<file path="config.mk">
export PLATFORM = sky130hd
export DESIGN_NAME = rr_mux16_arbiter
export DESIGN_NICKNAME = d
export VERILOG_FILES = /design/src/rtl/rr_mux16_arbiter.sv
export SDC_FILE = /design/constraint.sdc
export NUM_CORES = 1
export LEC_CHECK = 0
export BUFFER_PORTS_ARGS = -buffer_cell sky130_fd_sc_hd__buf_4
export CAP_MARGIN = 40
export CORE_AREA = 2 2 103 105
export CTS_CLUSTER_DIAMETER = 100
export CTS_CLUSTER_SIZE = 14
export DETAILED_ROUTE_END_ITERATION = 10
export DIE_AREA = 0 0 105 107
export PLACE_DENSITY = 0.8
export SYNTH_ARGS = -nofsm -noshare
export SYNTH_HDL_FRONTEND = slang
export SYNTH_SLANG_ARGS = --single-unit
</file>
<file path="constraint.sdc">
create_clock -name clock -period 8.5 [get_ports clock]
set_clock_uncertainty 0.1 [all_clocks]
set_input_delay 1.275 -clock clock [delete_from_list [all_inputs] [get_ports clock]]
set_output_delay 1.275 -clock clock [all_outputs]
set_load 0.1 [all_outputs]
</file>
<file path="src/rtl/rr_mux16_arbiter.sv">
// Round-robin arbiter for 16 requesters feeding a two-level 4x4-to-1 data select.
// Latency: one cycle from request (IDLE) to registered grant and out_valid.
// Backpressure: out_ready low freezes grant/select/pointer while the winner keeps its request.
module rr_mux16_arbiter #(
  parameter int DATA_W = 8,
  parameter int N_REQ  = 16
) (
  input  logic                    clock,
  input  logic                    resetn,
  input  logic [N_REQ-1:0]        req,
  input  logic [N_REQ*DATA_W-1:0] in_data,
  output logic [N_REQ-1:0]        gnt,
  output logic [3:0]              sel,
  output logic                    out_valid,
  output logic [DATA_W-1:0]       out_data,
  input  logic                    out_ready,
  output logic                    busy
);

  typedef enum logic {
    IDLE  = 1'b0,
    GRANT = 1'b1
  } state_t;

  state_t           state;
  state_t           state_nxt;
  logic [3:0]       ptr;
  logic [3:0]       ptr_nxt;
  logic [N_REQ-1:0] gnt_nxt;
  logic [3:0]       sel_nxt;

  // Arbitration scratch: where the circular search starts and what it found.
  logic [3:0]       search_base;
  logic             win_found;
  logic [3:0]       win_idx;
  logic             handshake;

  // Datapath: unpacked lanes, per-group member select, then group select.
  logic [DATA_W-1:0] lane    [N_REQ];
  logic [DATA_W-1:0] grp_dat [4];
  logic [DATA_W-1:0] sel_dat;

  for (genvar l = 0; l < N_REQ; l++) begin : g_lane
    assign lane[l] = in_data[l*DATA_W +: DATA_W];
  end

  // First level: inside each group of four, pick the member addressed by sel[1:0].
  for (genvar g = 0; g < 4; g++) begin : g_grp
    localparam logic [1:0] GI = 2'(g);
    assign grp_dat[g] = lane[{GI, sel[1:0]}];
  end

  // Second level: pick the group addressed by sel[3:2].
  assign sel_dat = grp_dat[sel[3:2]];

  // Outputs are decoded from the state register; data is gated so idle lanes never leak.
  always_comb begin
    out_valid = (state == GRANT);
    busy      = (state == GRANT);
    out_data  = (state == GRANT) ? sel_dat : '0;
  end

  assign handshake = (state == GRANT) && out_ready;

  // Circular first-set search. In GRANT the search only matters on a handshake, where
  // the new pointer is sel+1, so start there directly to re-arbitrate in the same cycle.
  always_comb begin
    search_base = (state == GRANT) ? (sel + 4'd1) : ptr;
    win_found   = 1'b0;
    win_idx     = '0;
    for (int i = 0; i < N_REQ; i++) begin
      if (!win_found && req[search_base + 4'(i)]) begin
        win_found = 1'b1;
        win_idx   = search_base + 4'(i);
      end
    end
  end

  // Next-state logic: grant on request, rotate on handshake, abort on withdrawal, else hold.
  always_comb begin
    state_nxt = state;
    ptr_nxt   = ptr;
    gnt_nxt   = gnt;
    sel_nxt   = sel;
    unique case (state)
      IDLE: begin
        if (win_found) begin
          state_nxt        = GRANT;
          sel_nxt          = win_idx;
          gnt_nxt          = '0;
          gnt_nxt[win_idx] = 1'b1;
        end
      end
      GRANT: begin
        if (handshake) begin
          // Completed transfer (even if the request drops this same cycle).
          ptr_nxt = sel + 4'd1;
          if (win_found) begin
            sel_nxt          = win_idx;
            gnt_nxt          = '0;
            gnt_nxt[win_idx] = 1'b1;
          end else begin
            state_nxt = IDLE;
            gnt_nxt   = '0;
          end
        end else if (!req[sel]) begin
          // Requester gave up before being served: abort without moving priority.
          state_nxt = IDLE;
          gnt_nxt   = '0;
        end
      end
      default: begin
        state_nxt = IDLE;
        gnt_nxt   = '0;
      end
    endcase
  end

  // State register with synchronous active-low reset; a pending word is simply dropped.
  always_ff @(posedge clock) begin
    if (!resetn) begin
      state <= IDLE;
      ptr   <= '0;
      gnt   <= '0;
      sel   <= '0;
    end else begin
      state <= state_nxt;
      ptr   <= ptr_nxt;
      gnt   <= gnt_nxt;
      sel   <= sel_nxt;
    end
  end

  // Grant is either empty or a single requester.
  a_gnt_onehot0: assert property (@(posedge clock) $onehot0(gnt));

  // A grant is held exactly while in GRANT.
  a_gnt_state: assert property (@(posedge clock) ((gnt != '0) == (state == GRANT)));

  // The granted bit always matches the select index.
  a_gnt_sel: assert property (@(posedge clock) (state == GRANT) |-> gnt[sel]);

endmodule

</file>
==> results.yml <==
floorplan:
  start_util_pct: 44.28
  rows: 37
  die_h_um: 107
  die_w_um: 105
  coreArea_um2: 10090
  io_pins: 177
  die_area_um2: 11240
synthesis:
  synth_cell_types: 74
  synth_ff_type: "dfxtp_1"
  synthCells: 509
  avgSynthCellArea_um2: 8.781
  ys_warn_count: 0
  yosysMostFrequentCell: "mux4_2"
  syn_nets: 663
  synth_area_um2: 4469
  ys_async_sr_fraction_pct: 0
  synth_common_cells: "mux4_2, nand2_1, o21ai_0, nand3_1, nor2_1"
  synth_edf_count: 0
  synth_area_leaders: "mux4_2, dfxtp_1, mux2i_1"
  yosysTopAreaCellShare_pct: 27.72
  yosysTopAreaCell: "mux4_2"
  seq_area_frac_synth_pct: 11.20
  synth-seq-cells: 25
timing:
  max_slew_margin_pct: 40.19
  fmaxAchievable_mhz: 154.6
  layout_min_cycle_time_ps: 6470
  finalMaxSlewViolations: 0
  finalWorstSetupSlack_ps: 2030
  timing.hold.ws_ps: 366.3
  setup-violations-final: 0
  fin_crit_sh_pct: 76.11
  worst_slew_pin_slew_ps: 879.8
  rsz0062_at_grt: "no"
  hold_violations: 0
  final.setup.tns_ps: 0
cts:
  cts_tree: "done"
  htreeDepth: 1
  post_cts_buffers: 0
  worstSkewPairLatency_ps: 270
  root_buffer: "clkbuf_8"
  clkSinkCount: 25
  cts_inserted_buffers: 3
  cts_buffer_depth: 2
  cts_resized: 0
  ctsHoldBuffers: 0
  clk_pin_slew_ps: 90
critical_path:
  critPathBufInv: 3
  path_depth: 16
  end_kind: "flop"
  cp-endpoint: "gnt[7]"
  cp_slowest_cell: "a21oi_1"
  required_ps: 8590
  arrival_ps: 6560
  cpPeakStageDelay_ps: 710
  worstSetupStartpointType: "flop"
  rr_startpoint: "sel[0]"
  rr_worst_depth: 16
  path_cells: "buf_4, nand2_1, nand2_8, inv_4, ha_1, mux2_2, o21ai_0, mux2i_1, mux2i_1, nand3_1, a31o_2, a31oi_1, o21ai_0, a21oi_1, inv_1, o31ai_1"
  regToRegSetupSlack_ps: 2030
  r2r_end: "gnt[7]"
  crit_family: "compound AO/OA/AOI/OAI gates"
  crit_type: "reg2reg"
  crit_start: "sel[0]"
  cp_max_fo: 28
global_routing:
  grt_pass1_vias: 5101
  grt_max_degree: 41
  track_usage_pct: 29.94
  grt_pass1_wl_um: 26850
  grt_overflow_total: 0
  antenna_found_initial: 1
finish:
  nets: 814
  syn2layout_area_growth_pct: 32.33
  fin_area_um2: 5914
  ff_latch_area_um2: 503.0
  multi_input_area_um2: 3761
  fillers: 900
  drive_gt1_share_pct: 41.43
  final_cells: 797
route:
  viasPerCell: 6.496
  drtIter0Drc: 583
  drc: 0
  drt_pass1_iterations: 6
  postRouteAntennaNets: 0
  vias: 5177
  totalWireLength_um: 17320
  avgRoutedWirePerCell_um: 21.73
place:
  post_dp_cell_area_um2: 5841
  port_buffers: 176
  gp_congestion: 0.9612
  pre_cts_ws_ps: 2159
  dpl.hpwl_um: 13880
  dp_cells: 790
power:
  power_density_nw_per_um2: 384.4
  ir_worst_vdd_mv: 0.1794
  p_leak_uw: 0.002403
status:
  status: "completed"
hold_path:
  hp-class: "reg2reg"
flow_run:
  cap_violations: 0
## worst min path at each step
stage / startpoint / endpoint / cells past startpoint
after floorplan: ptr[2] / ptr[2] / 2
after global placement: gnt[6] / gnt[6] / 2
after detailed placement: gnt[2] / gnt[2] / 2
after CTS: gnt[9] / gnt[9] / 2
after global routing: gnt[9] / gnt[9] / 2
final: gnt[9] / gnt[9] / 2
## per-layer routing
layer	up-vias	global-route usage (%)	part of all wire, %
met5	-	0	0
met1	2450	36.83	36
met2	343	53.85	51
li1	2331	-	-
met3	53	3.830	8.9
met4	0	10.57	3.6
## stage by stage
step           utilization, %  power [uW]
2_1_floorplan               -        1686
3_3_place_gp            57.80        2136
3_5_place_dp            57.87        2145
4_1_cts                 58.36        2223
5_1_grt                 58.60        2401
6_report                58.60        2273
## layout make-up
cell class                      count  area share [%]
Multi-Input combinational cell    435           63.59
Tap cell                          136           2.877
Timing Repair Buffer              181           23.19
Sequential cell                    25           8.504
Clock inverter                      1          0.1269
Inverter                           14          0.9308
Antenna cell                        2         0.08462
Clock buffer                        3          0.6981
## cell families after synthesis
family                     Yosys count  share of synthesized area [%]
and+or+nand+nor                    168                          19.07
adders and majority gates            7                          1.960
xor gates and xnor gates            11                          2.492
AOI/OAI and AO/OA                  154                          23.49
DFF                                 25                          11.20
muxes                               95                          37.15
buffers and inverters               49                          4.647
## where the power goes
part,internal [uW],switching (uW)
Combinational,713,1280
Sequential,147,58.1
Clock,33.3,41.1
Total,893,1380
## placed cells by master (no fill, tap or decap), drive strengths merged, types with 5 or more instances in the layout
| cell | netlist | final |
|---|---|---|
| a211oi | 13 | 13 |
| a21o | 6 | 6 |
| a21oi | 29 | 29 |
| a31oi | 5 | 5 |
| and2 | 13 | 13 |
| and3 | 6 | 6 |
| buf | 21 | 181 |
| dfxtp | 25 | 25 |
| ha | 7 | 7 |
| inv | 13 | 13 |
| mux2 | 14 | 14 |
| mux2i | 26 | 26 |
| mux4 | 55 | 55 |
| nand2 | 47 | 47 |
| nand3 | 35 | 35 |
| nand4 | 11 | 11 |
| nor2 | 33 | 33 |
| o211ai | 8 | 8 |
| o21ai | 38 | 38 |
| o22ai | 5 | 5 |
| o31ai | 13 | 13 |
| xnor2 | 10 | 10 |
## worst register-to-register path: stages (launching register included)
cell and delay (ps):
dfxtp_2 650, buf_4 500, nand2_1 510, nand2_8 360, inv_4 140, ha_1 620
mux2_2 390, o21ai_0 220, mux2i_1 200, mux2i_1 550, nand3_1 180, a31o_2 290
a31oi_1 170, o21ai_0 120, a21oi_1 710, inv_1 340, o31ai_1 330
## sequential cells by signal (all words and copies together) (netlist names)
| name | cells |
|---|---|
| busy | 1 |
| gnt | 16 |
| ptr | 4 |
| sel | 4 |
(Power assumes the default switching activity.)
